**src/rtl/mem_pkg.sv**
```systemverilog
// Shared definitions for the unified-memory port arbiter.
//   owner_t  : which requester owns a granted access / in-flight response
//   resp_t   : one response-tracking stage {valid, owner}
//   DEF_*    : default address/data width and RAM read latency
//   WR_EN_W  : byte write-enable width
package mem_pkg;

    typedef enum logic {
        OWN_INST = 1'b0,
        OWN_DATA = 1'b1
    } owner_t;

    typedef struct packed {
        logic   valid;
        owner_t owner;
    } resp_t;

    localparam int unsigned DEF_AW     = 32;
    localparam int unsigned DEF_DW     = 32;
    localparam int unsigned DEF_RD_LAT = 1;
    localparam int unsigned WR_EN_W    = 4;

endpackage

```
**src/rtl/mem_port_arbiter_if.sv**
```systemverilog
// Bundles the fetch port, the load/store port and the RAM port of the
// arbiter.
//   slave  : arbiter view (takes requests and mem_rdata, drives grants,
//            responses and the RAM command)
//   master : core + RAM view (the opposite directions)
interface mem_port_arbiter_if
    import mem_pkg::*;
#(
    parameter int unsigned AW = DEF_AW,
    parameter int unsigned DW = DEF_DW
);
    // fetch port
    logic               inst_req;
    logic [AW-1:0]      inst_addr;
    logic               inst_gnt;
    logic               inst_rvalid;
    logic [DW-1:0]      inst_rdata;
    // load/store port
    logic               data_req;
    logic [AW-1:0]      data_addr;
    logic [WR_EN_W-1:0] data_wr_en;
    logic [DW-1:0]      data_wr;
    logic               data_gnt;
    logic               data_rvalid;
    logic [DW-1:0]      data_rdata;
    // RAM port
    logic               mem_en;
    logic [AW-1:0]      mem_addr;
    logic [WR_EN_W-1:0] mem_wr_en;
    logic [DW-1:0]      mem_wdata;
    logic [DW-1:0]      mem_rdata;

    modport slave (
        input  inst_req, inst_addr,
        input  data_req, data_addr, data_wr_en, data_wr,
        input  mem_rdata,
        output inst_gnt, inst_rvalid, inst_rdata,
        output data_gnt, data_rvalid, data_rdata,
        output mem_en, mem_addr, mem_wr_en, mem_wdata
    );

    modport master (
        output inst_req, inst_addr,
        output data_req, data_addr, data_wr_en, data_wr,
        output mem_rdata,
        input  inst_gnt, inst_rvalid, inst_rdata,
        input  data_gnt, data_rvalid, data_rdata,
        input  mem_en, mem_addr, mem_wr_en, mem_wdata
    );

endinterface

```
**src/rtl/rr_arb2.sv**
```systemverilog
// Two-input round-robin arbiter with a one-hot, combinational grant.
//   clk, rst : clock, asynchronous active-high reset
//   i_req    : [0] fetch request, [1] data request
//   o_gnt    : one-hot grant, same bit order as i_req; forced to 0 in reset
// On a conflict the requester not granted most recently wins; after reset
// the most recent owner is DATA, so fetch wins the first conflict.
module rr_arb2
    import mem_pkg::*;
(
    input  logic       clk,
    input  logic       rst,
    input  logic [1:0] i_req,
    output logic [1:0] o_gnt
);

    owner_t     r_last;
    logic [1:0] w_gnt;

    always_comb begin
        w_gnt = '0;
        if (!rst) begin
            case (i_req)
                2'b01:   w_gnt = 2'b01;
                2'b10:   w_gnt = 2'b10;
                2'b11:   w_gnt = (r_last == OWN_DATA) ? 2'b01 : 2'b10;
                default: w_gnt = '0;
            endcase
        end
    end

    always_ff @(posedge clk or posedge rst) begin
        if (rst) begin
            r_last <= OWN_DATA;
        end else if (w_gnt[0]) begin
            r_last <= OWN_INST;
        end else if (w_gnt[1]) begin
            r_last <= OWN_DATA;
        end
    end

    assign o_gnt = w_gnt;

endmodule

```
**src/rtl/mem_port_arbiter.sv**
```systemverilog
// Shares one single-port synchronous RAM between the instruction-fetch port
// and the load/store port.
//   clk, rst : clock, asynchronous active-high reset
//   bus      : fetch port, load/store port and RAM port (slave modport)
// Parameters: AW/DW bus widths, RD_LAT RAM read latency (1..4 cycles).
// Grants are combinational; each granted read is tracked through an
// RD_LAT-deep {valid, owner} shift register so its response is steered to
// the right port exactly RD_LAT cycles after the grant.
module mem_port_arbiter
    import mem_pkg::*;
#(
    parameter int unsigned AW     = DEF_AW,
    parameter int unsigned DW     = DEF_DW,
    parameter int unsigned RD_LAT = DEF_RD_LAT
) (
    input  logic              clk,
    input  logic              rst,
    mem_port_arbiter_if.slave bus
);

    logic [1:0]         w_req;
    logic [1:0]         w_gnt;
    logic [AW-1:0]      w_mem_addr;
    logic [DW-1:0]      w_mem_wdata;
    logic [WR_EN_W-1:0] w_mem_wr_en;
    resp_t              w_push;
    resp_t              r_pipe [RD_LAT];
    resp_t              w_head;

    assign w_req = {bus.data_req, bus.inst_req};

    rr_arb2 u_arb (
        .clk   (clk),
        .rst   (rst),
        .i_req (w_req),
        .o_gnt (w_gnt)
    );

    // Command mux; a data grant with any byte enable set is a store and
    // produces no response.
    always_comb begin
        w_mem_addr   = bus.inst_addr;
        w_mem_wdata  = bus.data_wr;
        w_mem_wr_en  = '0;
        w_push       = '0;
        if (w_gnt[1]) begin
            w_mem_addr   = bus.data_addr;
            w_mem_wr_en  = bus.data_wr_en;
            w_push.valid = (bus.data_wr_en == '0);
            w_push.owner = OWN_DATA;
        end else if (w_gnt[0]) begin
            w_push.valid = 1'b1;
            w_push.owner = OWN_INST;
        end
    end

    always_ff @(posedge clk or posedge rst) begin
        if (rst) begin
            for (int unsigned i = 0; i < RD_LAT; i++) begin
                r_pipe[i] <= '0;
            end
        end else begin
            r_pipe[0] <= w_push;
            for (int unsigned i = 1; i < RD_LAT; i++) begin
                r_pipe[i] <= r_pipe[i-1];
            end
        end
    end

    assign w_head = r_pipe[RD_LAT-1];

    assign bus.inst_gnt    = w_gnt[0];
    assign bus.data_gnt    = w_gnt[1];
    assign bus.mem_en      = |w_gnt;
    assign bus.mem_addr    = w_mem_addr;
    assign bus.mem_wr_en   = w_mem_wr_en;
    assign bus.mem_wdata   = w_mem_wdata;
    assign bus.inst_rvalid = w_head.valid && (w_head.owner == OWN_INST);
    assign bus.data_rvalid = w_head.valid && (w_head.owner == OWN_DATA);
    assign bus.inst_rdata  = bus.mem_rdata;
    assign bus.data_rdata  = bus.mem_rdata;

endmodule

```
**src/flat_wrapper.sv**
```systemverilog
// flat-port wrapper written by rule: the top's interface ports become plain ports
module mem_port_arbiter_flat import mem_pkg::*;
#(
    parameter int unsigned AW     = DEF_AW,
    parameter int unsigned DW     = DEF_DW,
    parameter int unsigned RD_LAT = DEF_RD_LAT
)
  (clk, rst, bus_inst_req, bus_inst_addr, bus_data_req, bus_data_addr, bus_data_wr_en, bus_data_wr, bus_mem_rdata, bus_inst_gnt, bus_inst_rvalid, bus_inst_rdata, bus_data_gnt, bus_data_rvalid, bus_data_rdata, bus_mem_en, bus_mem_addr, bus_mem_wr_en, bus_mem_wdata);
  mem_port_arbiter_if #(.AW(AW), .DW(DW)) bus_i ();
  input  logic clk;
  input  logic rst;
  input wire logic [$bits(bus_i.inst_req)-1:0] bus_inst_req;
  input wire logic [$bits(bus_i.inst_addr)-1:0] bus_inst_addr;
  input wire logic [$bits(bus_i.data_req)-1:0] bus_data_req;
  input wire logic [$bits(bus_i.data_addr)-1:0] bus_data_addr;
  input wire logic [$bits(bus_i.data_wr_en)-1:0] bus_data_wr_en;
  input wire logic [$bits(bus_i.data_wr)-1:0] bus_data_wr;
  input wire logic [$bits(bus_i.mem_rdata)-1:0] bus_mem_rdata;
  output wire logic [$bits(bus_i.inst_gnt)-1:0] bus_inst_gnt;
  output wire logic [$bits(bus_i.inst_rvalid)-1:0] bus_inst_rvalid;
  output wire logic [$bits(bus_i.inst_rdata)-1:0] bus_inst_rdata;
  output wire logic [$bits(bus_i.data_gnt)-1:0] bus_data_gnt;
  output wire logic [$bits(bus_i.data_rvalid)-1:0] bus_data_rvalid;
  output wire logic [$bits(bus_i.data_rdata)-1:0] bus_data_rdata;
  output wire logic [$bits(bus_i.mem_en)-1:0] bus_mem_en;
  output wire logic [$bits(bus_i.mem_addr)-1:0] bus_mem_addr;
  output wire logic [$bits(bus_i.mem_wr_en)-1:0] bus_mem_wr_en;
  output wire logic [$bits(bus_i.mem_wdata)-1:0] bus_mem_wdata;
  assign bus_i.inst_req = bus_inst_req;
  assign bus_i.inst_addr = bus_inst_addr;
  assign bus_i.data_req = bus_data_req;
  assign bus_i.data_addr = bus_data_addr;
  assign bus_i.data_wr_en = bus_data_wr_en;
  assign bus_i.data_wr = bus_data_wr;
  assign bus_i.mem_rdata = bus_mem_rdata;
  assign bus_inst_gnt = bus_i.inst_gnt;
  assign bus_inst_rvalid = bus_i.inst_rvalid;
  assign bus_inst_rdata = bus_i.inst_rdata;
  assign bus_data_gnt = bus_i.data_gnt;
  assign bus_data_rvalid = bus_i.data_rvalid;
  assign bus_data_rdata = bus_i.data_rdata;
  assign bus_mem_en = bus_i.mem_en;
  assign bus_mem_addr = bus_i.mem_addr;
  assign bus_mem_wr_en = bus_i.mem_wr_en;
  assign bus_mem_wdata = bus_i.mem_wdata;
  mem_port_arbiter #(.AW(AW), .DW(DW), .RD_LAT(RD_LAT)) u_core (.clk(clk), .rst(rst), .bus(bus_i));
endmodule
```
**config.mk**
```make
export PLATFORM = sky130hd
export DESIGN_NAME = mem_port_arbiter_flat
export DESIGN_NICKNAME = d
export VERILOG_FILES = /design/src/rtl/mem_pkg.sv /design/src/rtl/mem_port_arbiter_if.sv /design/src/rtl/rr_arb2.sv /design/src/rtl/mem_port_arbiter.sv /design/src/flat_wrapper.sv
export SDC_FILE = /design/constraint.sdc
export NUM_CORES = 1
export LEC_CHECK = 0
export CAP_MARGIN = 20
export CORE_AREA = 2 2 105 107
export CTS_BUF_LIST = sky130_fd_sc_hd__clkbuf_8
export CTS_CLUSTER_DIAMETER = 50
export DETAILED_ROUTE_END_ITERATION = 10
export DIE_AREA = 0 0 107 109
export HOLD_SLACK_MARGIN = 0.06
export PLACE_DENSITY_LB_ADDON = 0.08
export SYNTH_ARGS = -nofsm -noshare
export SYNTH_HDL_FRONTEND = slang
export SYNTH_SLANG_ARGS = --single-unit
```
**constraint.sdc**
```tcl
create_clock -name clk -period 2.16 [get_ports clk]
set_input_delay 0.54 -clock clk [delete_from_list [all_inputs] [get_ports clk]]
set_output_delay 0.54 -clock clk [all_outputs]
set_load 0.005 [all_outputs]
```
==> metrics.md <==
| Metric | Value |
|---|---|
| Switching power | `0.000159 W` |
| Crit-path cells | `buf_6 > nand2b_4 > a21o_4 > buf_16 > buf_6 > mux2_4 > buf_6` |
| Pwr per Cell Area | `305 mW/mm2` |
| Status | `complete, but fails checks` |
| Final Hold Fails | `0` |
| Final Cycle Share | `103%` |
| CTS Sinks | `3` |
| Vias in the first global route | `1127` |
| Post-synthesis sequential area ratio | `5.30%` |
| Post-synth EDFFs | `0` |
| Chip Width | `107 um` |
| Worst slew margin | `82.6%` |
| H-tree levels | `1` |
| Latest clock arrival within the worst-skew pair | `0.21 ns` |
| Initial antenna violation count | `0` |
| Port Buf Inserts | `112` |
| Vert. Die Dim | `109 um` |
| Most frequent cell after synthesis | `buf_4` |
| Area leader, netlist | `buf_4` |
| Unrepaired setup endpoints after global routing | `true` |
| CTS buffer count | `3` |
| Sequential share of power | `10.9%` |
| Synth Cell Area | `0.00144 mm2` |
| Clock Path Buffers | `2` |
| Final Non-Filler Cells | `328` |
| Global-route wire length before repair | `6.47 mm` |
| Post-Syn Nets | `290` |
| Max incr delay on CP | `0.29 ns` |
| Worst hold path class | `in -> async` |
| Total grt overflow | `0` |
| Tot GR Track Use | `7.17%` |
| Vias | `1057` |
| # hold bufs at CTS | `0` |
| Worst setup EP type | `output port` |
| Final min period | `2.23 ns` |
| Measured slew at the worst slew-check pin | `0.258 ns` |
| Ys flop type | `dfrtp_1` |
| Final Instance Area | `0.00212 mm2` |
| Final Util | `20.0%` |
| Synth top area cells | `buf_4 50%, mux2_4 30%, buf_12 4.2%, dfrtp_1 3.5%, mux2_2 2.3%` |
| Layout area overhead | `46.8%` |
| Synth Instances | `154` |
| DRT Wirelength | `4.72 mm` |
| CP required | `1.62 ns` |
| Routed Antenna Nets | `0` |
| Max Slew Vio Count | `0` |
| Final #Nets | `325` |
| Total design power | `0.000646 W` |
| #FFs+latches synth | `3` |
| Yosys warns | `0` |
| Layout cells sized above 1 | `49.5%` |
| Clock transition at path regs | `0.03 ns` |
| Max-cap violations | `0` |
| Vias per cell | `3.22` |
| Synth Area per Inst | `9.36 um2` |
| Worst path slowest cell | `mux2_4` |
| Final GP Congestion | `0.726` |
| Clk pwr share | `24.5%` |
| Final Skew | `0.00165 ns` |
| Placed inst area | `0.00205 mm2` |
| Commonest cells in the synthesized netlist | `96 x buf_4, 29 x mux2_4, 5 x and2_1` |
| Fraction of registers with async set/reset | `100%` |
| Sw Ratio | `24.7%` |
| Leakage | `0.994 nW` |
| DRC errors left | `0` |
| Pre-antenna DRT Iters | `2` |
| Setup violators final | `9` |
| Largest net degree at the start of global routing | `11` |
| Post-DR wirelength/cell | `14.4 um` |
| Top Ports | `273` |
| Die ar. | `0.0117 mm2` |
| Worst vdd ir | `209 uV` |
| Fmax | `449 MHz` |
| Library cells used by synthesis | `18` |
| Rows | `38` |
| Core area | `0.0106 mm2` |
| Number of antenna diodes | `0` |
| Power Internal | `0.000487 W` |
| PnR worst setup slack | `-0.0678 ns` |
| Initial Util | `13.6%` |
| Violated checks | `setup timing` |
| Detail Placement HPWL | `3.98 mm` |
| Yosys top cell area share | `50.0%` |
| Combinational share of power | `64.6%` |
| DRT iter0 DRCs | `22` |
| Setup CP Type | `in -> out` |
| Crit-path most repeated cell | `buf_6` |
| CP startpoint kind | `input port` |
| CTS tree | `built` |
| Hold slack | `0.316 ns` |
| Crit path DAT | `1.69 ns` |
| Root cell of the clock tree | `clkbuf_8` |
| Crit path max fanout | `8` |
| Inst Count DP | `316` |
==> worst max-delay path: cells and delay by family <==
family | cells | cell delay, ns
AO/OA/AOI/OAI | 1 | 0.23
buffers and inverters | 4 | 0.49
multiplexers | 1 | 0.29
AND/OR/NAND/NOR | 1 | 0.13
==> power by group through the flow <==
stage / Sequential [W] / Clock (W) / Combinational (W)
after floorplan: 0.0000689 / 0 / 0.000295
after global placement: 0.0000697 / 0 / 0.000423
after detailed placement: 0.0000703 / 0 / 0.000420
after CTS: 0.0000700 / 0.000164 / 0.000425
after global routing: 0.0000714 / 0.000171 / 0.000444
final: 0.0000705 / 0.000158 / 0.000417
==> area by class of cell <==
type / count / area, um2
Tap cell: 140 / 175
Inverter: 3 / 13.8
Multi-Input combinational cell: 48 / 581
Clock inverter: 1 / 3.75
Sequential cell: 3 / 76.3
Timing Repair Buffer: 130 / 1220
Fill cell: 1157 / 8490
Clock buffer: 3 / 41.3
==> metal layers <==
layer | track usage [%] | part of all wire, %
met5 | 0 | 0
met4 | 5.01 | 5.5
met3 | 2.57 | 12
met2 | 12.3 | 48
met1 | 7.27 | 35
==> sequential cells by signal, indices dropped and copies added, names as in the netlist <==
name	flops
u_core.u_arb.r_last	1
u_core.r_pipe	2
==> path summary, 6_finish.rpt <==
| path | endpoint | slack (ns) | cells after the start | startpoint |
|---|---|---|---|---|
| setup / recovery | bus_mem_addr[15] | -0.07 | 7 | rst |
| hold / removal | u_core.r_pipe[1]$_DFF_PP0_ | 0.32 | 3 | rst |
| setup reg to reg | u_core.r_pipe[0]$_DFF_PP0_ | 1.02 | 4 | u_core.u_arb.r_last$_DFFE_PP1P_ |
| hold reg to reg | u_core.u_arb.r_last$_DFFE_PP1P_ | 0.54 | 2 | u_core.u_arb.r_last$_DFFE_PP1P_ |
| max in group asynchronous | u_core.u_arb.r_last$_DFFE_PP1P_ | 1.63 | 3 | rst |
| min in group clk | u_core.u_arb.r_last$_DFFE_PP1P_ | 0.54 | 2 | u_core.u_arb.r_last$_DFFE_PP1P_ |
==> cell usage in the layout (no fill, tap or decap), types with 2 or more instances in the layout <==
cell,count
dfrtp_1,2
nor2_1,2
buf_2,21
mux2_4,29
buf_6,20
and2_1,5
inv_1,3
mux2_2,3
buf_4,8
dlygate4sd2_1,5
clkbuf_8,3
clkdlybuf4s15_2,2
clkdlybuf4s50_1,72
==> per-stage QoR <==
stage	setup WS, ns	setup TNS, ns
floorplan	0.224	0
global placement	-0.756	-26.39
detailed placement	-0.759	-26.32
CTS	-0.0717	-0.654
global route	-0.0994	-1.11
finish	-0.0678	-0.468
==> timing repair <==
action / CTS / global route
gates resized for setup: 169 / 1
setup endpoints to repair: 39 / 22
pin swaps: 1 / 1
cloned: 1 / 0
setup buffers: 9 / 0
==> kinds of logic after synthesis <==
kind of cell | count (synthesis) | share of synthesized area, %
buffers and inverters | 103 | 55.7
muxes | 32 | 32.6
and+or+nand+nor | 12 | 4.69
AOI/OAI and AO/OA | 4 | 1.74
DFF | 3 | 5.30
Power figures use the tool's default switching activity.
